[src/rtl/pwm_peripheral_if.sv]
// pwm_peripheral_if
//   Bundles the SPI register-bank configuration and the pin-side results of
//   pwm_peripheral into one interface.
//   master : register bank / top level (drives config, observes outputs)
//   slave  : pwm_peripheral (consumes config, drives out/period_start)
//   Signals:
//     en_reg_out_7_0/15_8   per-pin output enable
//     en_reg_pwm_7_0/15_8   per-pin PWM select
//     pwm_duty_cycle        duty in 1/256 units (255 = constant high)
//     out[15:0]             pin drive, 7:0 -> uo_out, 15:8 -> uio_out
//     period_start          one-clk pulse when the PWM counter wraps to 0
interface pwm_peripheral_if;
    logic [7:0]  en_reg_out_7_0;
    logic [7:0]  en_reg_out_15_8;
    logic [7:0]  en_reg_pwm_7_0;
    logic [7:0]  en_reg_pwm_15_8;
    logic [7:0]  pwm_duty_cycle;
    logic [15:0] out;
    logic        period_start;

    modport master (
        output en_reg_out_7_0, en_reg_out_15_8,
        output en_reg_pwm_7_0, en_reg_pwm_15_8,
        output pwm_duty_cycle,
        input  out, period_start
    );

    modport slave (
        input  en_reg_out_7_0, en_reg_out_15_8,
        input  en_reg_pwm_7_0, en_reg_pwm_15_8,
        input  pwm_duty_cycle,
        output out, period_start
    );
endinterface

[src/rtl/pwm_peripheral.sv]
// pwm_peripheral
//   Re-times the SPI register configuration into clk through a synchroniser
//   and a two-sample stability filter, then drives 16 pins that are each
//   forced low, forced high, or driven by one shared 8-bit PWM waveform.
//   Ports:
//     clk  system clock
//     rst  asynchronous, active-low reset
//     bus  pwm_peripheral_if.slave (config in, out[15:0]/period_start out)
//   Parameters:
//     PRESCALE     clk cycles per PWM tick (1..65535)
//     SYNC_STAGES  synchroniser depth for configuration (2..3)
//   Build option:
//     PWM_SHADOW_EN  when defined, duty is latched into a shadow register at
//                    each PWM wrap so a duty change never truncates a period.

// One output pin: low when disabled, high when enabled without PWM,
// otherwise follows the shared PWM level. Registered.
module pwm_pin (
    input  logic clk,
    input  logic rst,
    input  logic en_out,
    input  logic en_pwm,
    input  logic pwm,
    output logic out_q
);
    logic out_d;

    always_comb begin
        out_d = en_out & (~en_pwm | pwm);
    end

    always_ff @(posedge clk or negedge rst) begin
        if (!rst) out_q <= 1'b0;
        else      out_q <= out_d;
    end
endmodule

module pwm_peripheral #(
    parameter int unsigned PRESCALE    = 3000,
    parameter int unsigned SYNC_STAGES = 2,
    parameter int unsigned NUM_PINS    = 16
) (
    input  logic                clk,
    input  logic                rst,
    pwm_peripheral_if.slave     bus
);
    typedef struct packed {
        logic [15:0] en_out;
        logic [15:0] en_pwm;
        logic [7:0]  duty;
    } cfg_t;

    localparam int unsigned CFG_W     = $bits(cfg_t);
    localparam logic [15:0] PRESC_MAX = 16'(PRESCALE - 1);

    cfg_t                              bundle_in;
    logic [SYNC_STAGES-1:0][CFG_W-1:0] sync_q, sync_d;
    cfg_t                              cfg_q, cfg_d;
    logic                              stable;

    logic [15:0] presc_q, presc_d;
    logic [7:0]  pcnt_q, pcnt_d;
    logic        period_start_q, period_start_d;
    logic        tick, wrap;
    logic [7:0]  duty_eff;
    logic        pwm;

    assign bundle_in = {bus.en_reg_out_15_8, bus.en_reg_out_7_0,
                        bus.en_reg_pwm_15_8, bus.en_reg_pwm_7_0,
                        bus.pwm_duty_cycle};

    // Synchroniser shift plus stability filter. The last stage is accepted
    // only when it matches the stage behind it, i.e. the synchronised value
    // is about to repeat; this keeps input-to-config latency at
    // SYNC_STAGES+1 clk and holds the old config while the bus is moving.
    always_comb begin
        sync_d = {sync_q[SYNC_STAGES-2:0], bundle_in};
        stable = (sync_q[SYNC_STAGES-1] == sync_q[SYNC_STAGES-2]);
        cfg_d  = stable ? cfg_t'(sync_q[SYNC_STAGES-1]) : cfg_q;
    end

    // Prescaler and PWM counter.
    always_comb begin
        tick           = (presc_q == PRESC_MAX);
        presc_d        = tick ? 16'd0 : presc_q + 16'd1;
        pcnt_d         = tick ? pcnt_q + 8'd1 : pcnt_q;
        wrap           = tick && (pcnt_q == 8'hFF);
        period_start_d = wrap;
    end

`ifdef PWM_SHADOW_EN
    // Shadow duty loads on the same edge that takes pcnt 255->0, so the
    // whole new period (starting at pcnt=0) is compared against one value.
    logic [7:0] shadow_q, shadow_d;

    always_comb begin
        shadow_d = wrap ? cfg_q.duty : shadow_q;
        duty_eff = shadow_q;
    end

    always_ff @(posedge clk or negedge rst) begin
        if (!rst) shadow_q <= 8'h00;
        else      shadow_q <= shadow_d;
    end
`else
    always_comb begin
        duty_eff = cfg_q.duty;
    end
`endif

    // 255 is forced high so the pcnt==255 slot does not drop low at wrap.
    always_comb begin
        pwm = (duty_eff == 8'hFF) || ((duty_eff != 8'h00) && (pcnt_q < duty_eff));
    end

    always_ff @(posedge clk or negedge rst) begin
        if (!rst) begin
            sync_q         <= '0;
            cfg_q          <= '0;
            presc_q        <= 16'd0;
            pcnt_q         <= 8'd0;
            period_start_q <= 1'b0;
        end else begin
            sync_q         <= sync_d;
            cfg_q          <= cfg_d;
            presc_q        <= presc_d;
            pcnt_q         <= pcnt_d;
            period_start_q <= period_start_d;
        end
    end

    logic [NUM_PINS-1:0] out_w;

    for (genvar i = 0; i < NUM_PINS; i++) begin : g_pin
        pwm_pin u_pin (
            .clk    (clk),
            .rst    (rst),
            .en_out (cfg_q.en_out[i]),
            .en_pwm (cfg_q.en_pwm[i]),
            .pwm    (pwm),
            .out_q  (out_w[i])
        );
    end

    assign bus.out          = out_w;
    assign bus.period_start = period_start_q;
endmodule

[src/flat_wrapper.sv]
// flat-port wrapper written by rule: the top's interface ports become plain ports
module pwm_peripheral_flat 
#(
    parameter int unsigned PRESCALE    = 3000,
    parameter int unsigned SYNC_STAGES = 2,
    parameter int unsigned NUM_PINS    = 16
)
  (clk, rst, bus_en_reg_out_7_0, bus_en_reg_out_15_8, bus_en_reg_pwm_7_0, bus_en_reg_pwm_15_8, bus_pwm_duty_cycle, bus_out, bus_period_start);
  pwm_peripheral_if bus_i ();
  input  logic clk;
  input  logic rst;
  input wire logic [$bits(bus_i.en_reg_out_7_0)-1:0] bus_en_reg_out_7_0;
  input wire logic [$bits(bus_i.en_reg_out_15_8)-1:0] bus_en_reg_out_15_8;
  input wire logic [$bits(bus_i.en_reg_pwm_7_0)-1:0] bus_en_reg_pwm_7_0;
  input wire logic [$bits(bus_i.en_reg_pwm_15_8)-1:0] bus_en_reg_pwm_15_8;
  input wire logic [$bits(bus_i.pwm_duty_cycle)-1:0] bus_pwm_duty_cycle;
  output wire logic [$bits(bus_i.out)-1:0] bus_out;
  output wire logic [$bits(bus_i.period_start)-1:0] bus_period_start;
  assign bus_i.en_reg_out_7_0 = bus_en_reg_out_7_0;
  assign bus_i.en_reg_out_15_8 = bus_en_reg_out_15_8;
  assign bus_i.en_reg_pwm_7_0 = bus_en_reg_pwm_7_0;
  assign bus_i.en_reg_pwm_15_8 = bus_en_reg_pwm_15_8;
  assign bus_i.pwm_duty_cycle = bus_pwm_duty_cycle;
  assign bus_out = bus_i.out;
  assign bus_period_start = bus_i.period_start;
  pwm_peripheral #(.PRESCALE(PRESCALE), .SYNC_STAGES(SYNC_STAGES), .NUM_PINS(NUM_PINS)) u_core (.clk(clk), .rst(rst), .bus(bus_i));
endmodule
[config.mk]
export PLATFORM = sky130hd
export DESIGN_NAME = pwm_peripheral_flat
export DESIGN_NICKNAME = d
export VERILOG_FILES = /design/src/rtl/pwm_peripheral_if.sv /design/src/rtl/pwm_peripheral.sv /design/src/flat_wrapper.sv
export SDC_FILE = /design/constraint.sdc
export NUM_CORES = 1
export LEC_CHECK = 0
export BUFFER_PORTS_ARGS = -buffer_cell sky130_fd_sc_hd__clkbuf_2
export CAP_MARGIN = 20
export CORE_ASPECT_RATIO = 0.8
export CORE_UTILIZATION = 55
export CTS_BUF_LIST = sky130_fd_sc_hd__clkbuf_8
export CTS_CLUSTER_SIZE = 20
export DETAILED_ROUTE_END_ITERATION = 12
export MAX_ROUTING_LAYER = met4
export PLACE_DENSITY = 0.75
export SYNTH_ARGS = -nofsm -noshare
export SYNTH_HDL_FRONTEND = slang
export SYNTH_HIERARCHICAL = 1
export SYNTH_SLANG_ARGS = --single-unit
[constraint.sdc]
create_clock -name clk -period 6.9 [get_ports clk]
set_input_delay 0.345 -clock clk [delete_from_list [all_inputs] [get_ports clk]]
set_output_delay 0.345 -clock clk [all_outputs]
set_load 0.02 [all_outputs]
======== After elaboration in Yosys (flattened, before gate mapping) ========
Index checks and enable logic that the tools add are counted.
storage, ports and cells
  register bits ........................... 161
  input bits .............................. 42
cells by class
  add/sub/neg operators ................... 2
  $lt $le $gt $ge ......................... 1
  equality and inequality tests ........... 4
  multiplexer cells ....................... 1
  bitwise logic cells ..................... 48
  reduce and logical (&&, ||, !) cells .... 4
operators with widths
  operator                                                                  number
  40-bit equality test                                                      1
  16-bit by 1-bit adder with 16-bit output (second input constant)          1
  1-bit AND                                                                 16
  16-bit by 12-bit equality test with 1-bit output (second input constant)  1
  8-bit equality test (second input constant)                               2
  16-bit 2-to-1 mux                                                         1
  1-bit NOT                                                                 16
  1-bit bitwise OR                                                          16
  8-bit by 1-bit adder with 8-bit output (second input constant)            1
  8-bit < comparator                                                        1
  8-bit nonzero test                                                        1
  1-bit logical AND                                                         2
  1-bit logical OR                                                          1

======== Logic depth before layout (Yosys ltp) ========
  depth in word-level cells ............... 5
  mapped depth ............................ 9
  depth with buffers taken out ............ 9

======== Hierarchy ========
Netlist, hierarchy kept.
by module, submodules not included
  module          times used  cells each  area an instance (µm²)  sequential area each (µm²)
  pwm_peripheral  1           350         5245.0                  3628.5
  pwm_pin         16          3           36.3                    25.0

======== Least setup slack after synthesis ========
OpenSTA, ideal clock, no wires.
  path type ............................... flip-flop to flip-flop
  from .................................... reg u_core.cfg_q (netlist bit u_core/duty_eff[7])
  to ...................................... reg u_core.g_pin[0].u_pin.out_q
  library setup time ...................... 0.078 ns
  arrival ................................. 2.173 ns
  required time ........................... 6.822 ns
  slack ................................... 4.649 ns
  stages on the path, launching flop included .. 8
  path buffers ............................ 0
  clock period less this slack ............ 2.251 ns
  path through ............................ dfrtp_1 > inv_1 > ha_1 > a221oi_1 > nand2b_1 > o21ai_0 > inv_1 > a21boi_1
between the ends
  cells in the longest elaborated chain, start to end .. 5
  elaborated cells on any way between the ends .. 7
  those cells by class .................... order compare: 1; eq/ne: 1; bitwise: 2; reduce/logical: 3
RTL lines
  item                                                             RTL line               RTL
  start: declaration                                               pwm_peripheral.sv:58   cfg_t cfg_q, cfg_d;
  start signal: assignment                                         pwm_peripheral.sv:125  cfg_q <= cfg_d;
  8-bit < comparator / 8-bit nonzero test (equally long branches)  pwm_peripheral.sv:113  pwm = (duty_eff == 8'hFF) || ((duty_eff != 8'h00) && (pcnt_q < duty_eff));
  1-bit logical AND                                                pwm_peripheral.sv:113
  1-bit logical OR *                                               pwm_peripheral.sv:113
  named net u_core.pwm                                             pwm_peripheral.sv:66   logic pwm;
  1-bit bitwise OR *                                               pwm_peripheral.sv:29   out_d = en_out & (~en_pwm | pwm);
  1-bit AND *                                                      pwm_peripheral.sv:29
  named net u_core.g_pin[0].u_pin.out_d                            pwm_peripheral.sv:26   logic out_d;
  end signal: assignment                                           pwm_peripheral.sv:34   else out_q <= out_d;
  end: declaration                                                 pwm_peripheral.sv:24   output logic out_q
Mark *: on every way through the listed nets, which the timed path passes. The rest lies on a longest branch.
A chain may end at the register's enable or synchronous reset.

======== Final worst setup path ========
  from .................................... reg u_core/sync_q[47] in the netlist's numbering
  to ...................................... reg u_core/cfg_q[8] in the netlist's numbering
between the ends
  cells in the longest elaborated chain, start to end .. 1
RTL lines
  item                      RTL line               RTL
  start: declaration        pwm_peripheral.sv:57   logic [SYNC_STAGES-1:0][CFG_W-1:0] sync_q, sync_d;
  start signal: assignment  pwm_peripheral.sv:124  sync_q <= sync_d;
  40-bit equality test      pwm_peripheral.sv:78   stable = (sync_q[SYNC_STAGES-1] == sync_q[SYNC_STAGES-2]);
No other way between the ends.

==> impl_metrics.tcl <==
set metrics [dict create \
    wl_per_cell_um 15.08 \
    cts-root-buf "clkbuf_8" \
    grt_start_max_net_pins 83 \
    critPathLaunchType "flip-flop" \
    finalHoldViolations 0 \
    p_sw_frac 0.2252 \
    cp_data_arrival_time_ps 2740 \
    nets 563 \
    p_sw_w 0.0003968 \
    first_global_vias 3277 \
    vias 3272 \
    die_h_um 94.05 \
    drtAntennaViolNets 0 \
    row_count 33 \
    drive_gt1_frac 0.2629 \
    hp-class "primary input to flip-flop" \
    power_w 0.001762 \
    gp_congestion 0.7692 \
    required_ps 7230 \
    top_usage_layer "met1" \
    fin_crit_sh 0.3487 \
    fin_skew_ps 14.54 \
    route.detailed.drc 0 \
    p_leak_nw 3.350 \
    period_needed_ps 2406 \
    cts_tree "built" \
    initial_core_util 0.5666 \
    syn_nets 449 \
    whs_path_depth 1 \
    cts_setup_buffers 0 \
    path_clk_slew_ps 80 \
    tightest_slew_ps 963.4 \
    insertion_delay_ps 450 \
    ff_latch_area_mm2 0.004029 \
    end_kind "flip-flop" \
    ys_seq_elements 161 \
    core_mm2 0.01028 \
    seqPwrFrac 0.559 \
    clock.fmax_mhz 415.6 \
    cellPowerDensity_mw_per_mm2 247.7 \
    yosys_warnings 6 \
    grtUsageMet2 0.2978 \
    postSynthCellCount 398 \
    syn_area_mm2 0.005826 \
    io_pins 59 \
    report.final.setup_viol 0 \
    finalWirelength_mm 10.03 \
    globalRouteOverflowTotal 0 \
    postSynthAreaPerCell_um2 14.64 \
    die-area_mm2 0.01101 \
    ir_drop_mv 0.1534 \
    dp_hpwl_mm 6.497 \
    die_x_um 117.1 \
    p_int_w 0.001365 \
    use_met1 0.3059 \
    maxSlewViolCount 0 \
    multi_input_area_mm2 0.001684 \
    maxCapViolations 0 \
    slew_headroom 0.3577 \
    fillCellCount 710 \
    first_pass_iters 4 \
    critPathMaxFanout 22 \
    synth.distinct_cells 27 \
    rr_worst_depth 7 \
    cts_made_buffers 17 \
    io_buffers 58 \
    track_usage 0.2155 \
    htreeDepth 4 \
    vias_per_cell 4.920 \
    rsz0062_at_grt "no" \
    status "complete, no violations" \
    use_met3 0.05484 \
    grt_first_pass_wirelength_mm 16.53 \
    clock_path_buffers 2 \
    synth_seq_area_share 0.6916 \
    pwr-share-comb 0.040 \
    clock-sinks 161 \
    finalSetupTns_ps 0 \
    area_delta_synth_final_pct 22.08 \
    drtIter0Drc 159 \
    antenna_found_initial 0 \
    clockPowerShare 0.401 \
    antenna_cells 0 \
    crit_type "flip-flop to flip-flop" \
]
-- worst paths after layout --
check / to / slack, ps / startpoint
worst max-delay path: u_core/cfg_q[8] / 4490 / u_core/sync_q[47]
worst min-delay path: u_core/sync_d[61] / 30 / bus_en_reg_pwm_15_8[5]
worst max register to register: u_core/cfg_q[8] / 4490 / u_core/sync_q[47]
worst min register to register: u_core/sync_q[49] / 400 / u_core/sync_d[49]
max in group asynchronous: u_core/cfg_q[39] / 4930 / rst
min in group asynchronous: u_core/bus.period_start / 520 / rst
-- cell usage after synthesis --
library cell    n  area (µm²)
inv_1          24       90.09
and3_1          3       18.77
mux2_2         41       461.7
or4_4           1       11.26
nand2_2         1       6.260
nand2b_1        2       12.51
nand2_1        10       37.54
nor4_4          1       21.27
dfrtp_1       161        4029
nand4_1        18       112.6
xnor2_1        42       367.9
buf_4           1       7.510
ha_1            9       112.6
o31ai_1         1       7.510
a221oi_1        1       8.760
nor4_1          7       43.79
buf_1           4       15.01
xor2_1         18       157.7
nand3_1         8       40.04
nor2b_1         2       12.51
a21oi_1         3       15.01
o21ai_0         4       20.02
and4_1          1       8.760
or4b_1          2       20.02
a21boi_1       16       120.1
or4_1           1       7.510
nor2_1         16       60.06
-- worst max-delay path: stages (launching register included) --
cell and delay (ps):
dfrtp_1 410, xnor2_1 190, nand4_1 120, nor4_1 480
nand4_1 290, buf_8 240, buf_4 240, mux2_2 310
-- state kept, by name (all words and copies together) (netlist names) --
register,count
u_core/cfg_q,32
u_core/pcnt_q,8
u_core/presc_q,16
u_core/duty_eff,8
u_core/sync_q,40
u_core/sync_d,40
u_core/g_pin.u_pin/out_q,16
u_core/bus.period_start,1
-- layout make-up --
type / instances / share of cell area
well taps: 140 / 0.02463
clock inverters: 15 / 0.02604
multi-input cells: 208 / 0.2368
flip-flops and latches: 161 / 0.5665
repair buffers: 100 / 0.1005
inverters: 24 / 0.01267
clock buffers: 17 / 0.03290
-- placed cells by master (no fill, tap or decap), drive strengths merged, types with 3 or more instances in the layout --
cell type and instances:
a21oi 3, mux2 41, dfrtp 161, clkinvlp 5, ha 9, clkinv 5, a21boi 16, nand3 8
nand4 18, nor4 8, o21ai 4, bufinv 3, nor2 16, nand2 11, xor2 18, clkbuf 74
and3 3, inv 26, xnor2 42, dlygate4sd3 38, buf 5
-- power by group through the flow --
stage | Sequential [W] | Clock (W) | Combinational (W)
floorplan | 0.000998 | 0 | 0.0000203
global placement | 0.00100 | 0 | 0.0000538
detailed placement | 0.00100 | 0 | 0.0000553
CTS | 0.000985 | 0.000730 | 0.0000725
global route | 0.000988 | 0.000769 | 0.0000804
finish | 0.000985 | 0.000706 | 0.0000705
-- cells by family (layout without fill, tap and decap cells) --
family | Yosys count | after routing | share of synthesized area
buffers and inverters | 29 | 156 | 0.01933
multiplexers | 41 | 41 | 0.07925
AO/OA/AOI/OAI | 25 | 25 | 0.02943
AND/OR/NAND/NOR | 73 | 73 | 0.07088
flip-flops | 161 | 161 | 0.6916
adder cells (fa/ha/maj) | 9 | 9 | 0.01933
XOR/XNOR | 60 | 60 | 0.09021
-- per-layer routing --
metal | wire (µm) | vias to the layer above
met5 | 0 | -
met1 | 5063 | 1621
met4 | 95 | 0
li1 | - | 1576
met3 | 344 | 12
met2 | 4526 | 63
-- through the flow --
step | util | worst slack (ps) | instance area [µm²] | hold WS, ps | cells
2_1_floorplan | - | 4649 | 5826 | 49.41 | 398
3_3_place_gp | 0.6125 | 3809 | 6297 | 377.4 | 594
3_5_place_dp | 0.6125 | 3785 | 6297 | 379.9 | 594
4_1_cts | 0.6903 | 3752 | 7097 | 7.271 | 664
5_1_grt | 0.6917 | 4399 | 7112 | 2.470 | 665
6_report | 0.6917 | 4494 | 7112 | 29.04 | 665
-- what timing repair did --
item / 4_1_cts / 5_1_grt
hold buffers: 38 / 0
gates resized for setup: 0 / 0
endpoints found under the hold margin: 118 / 0
No activity file was read; power rests on OpenSTA's default activity.
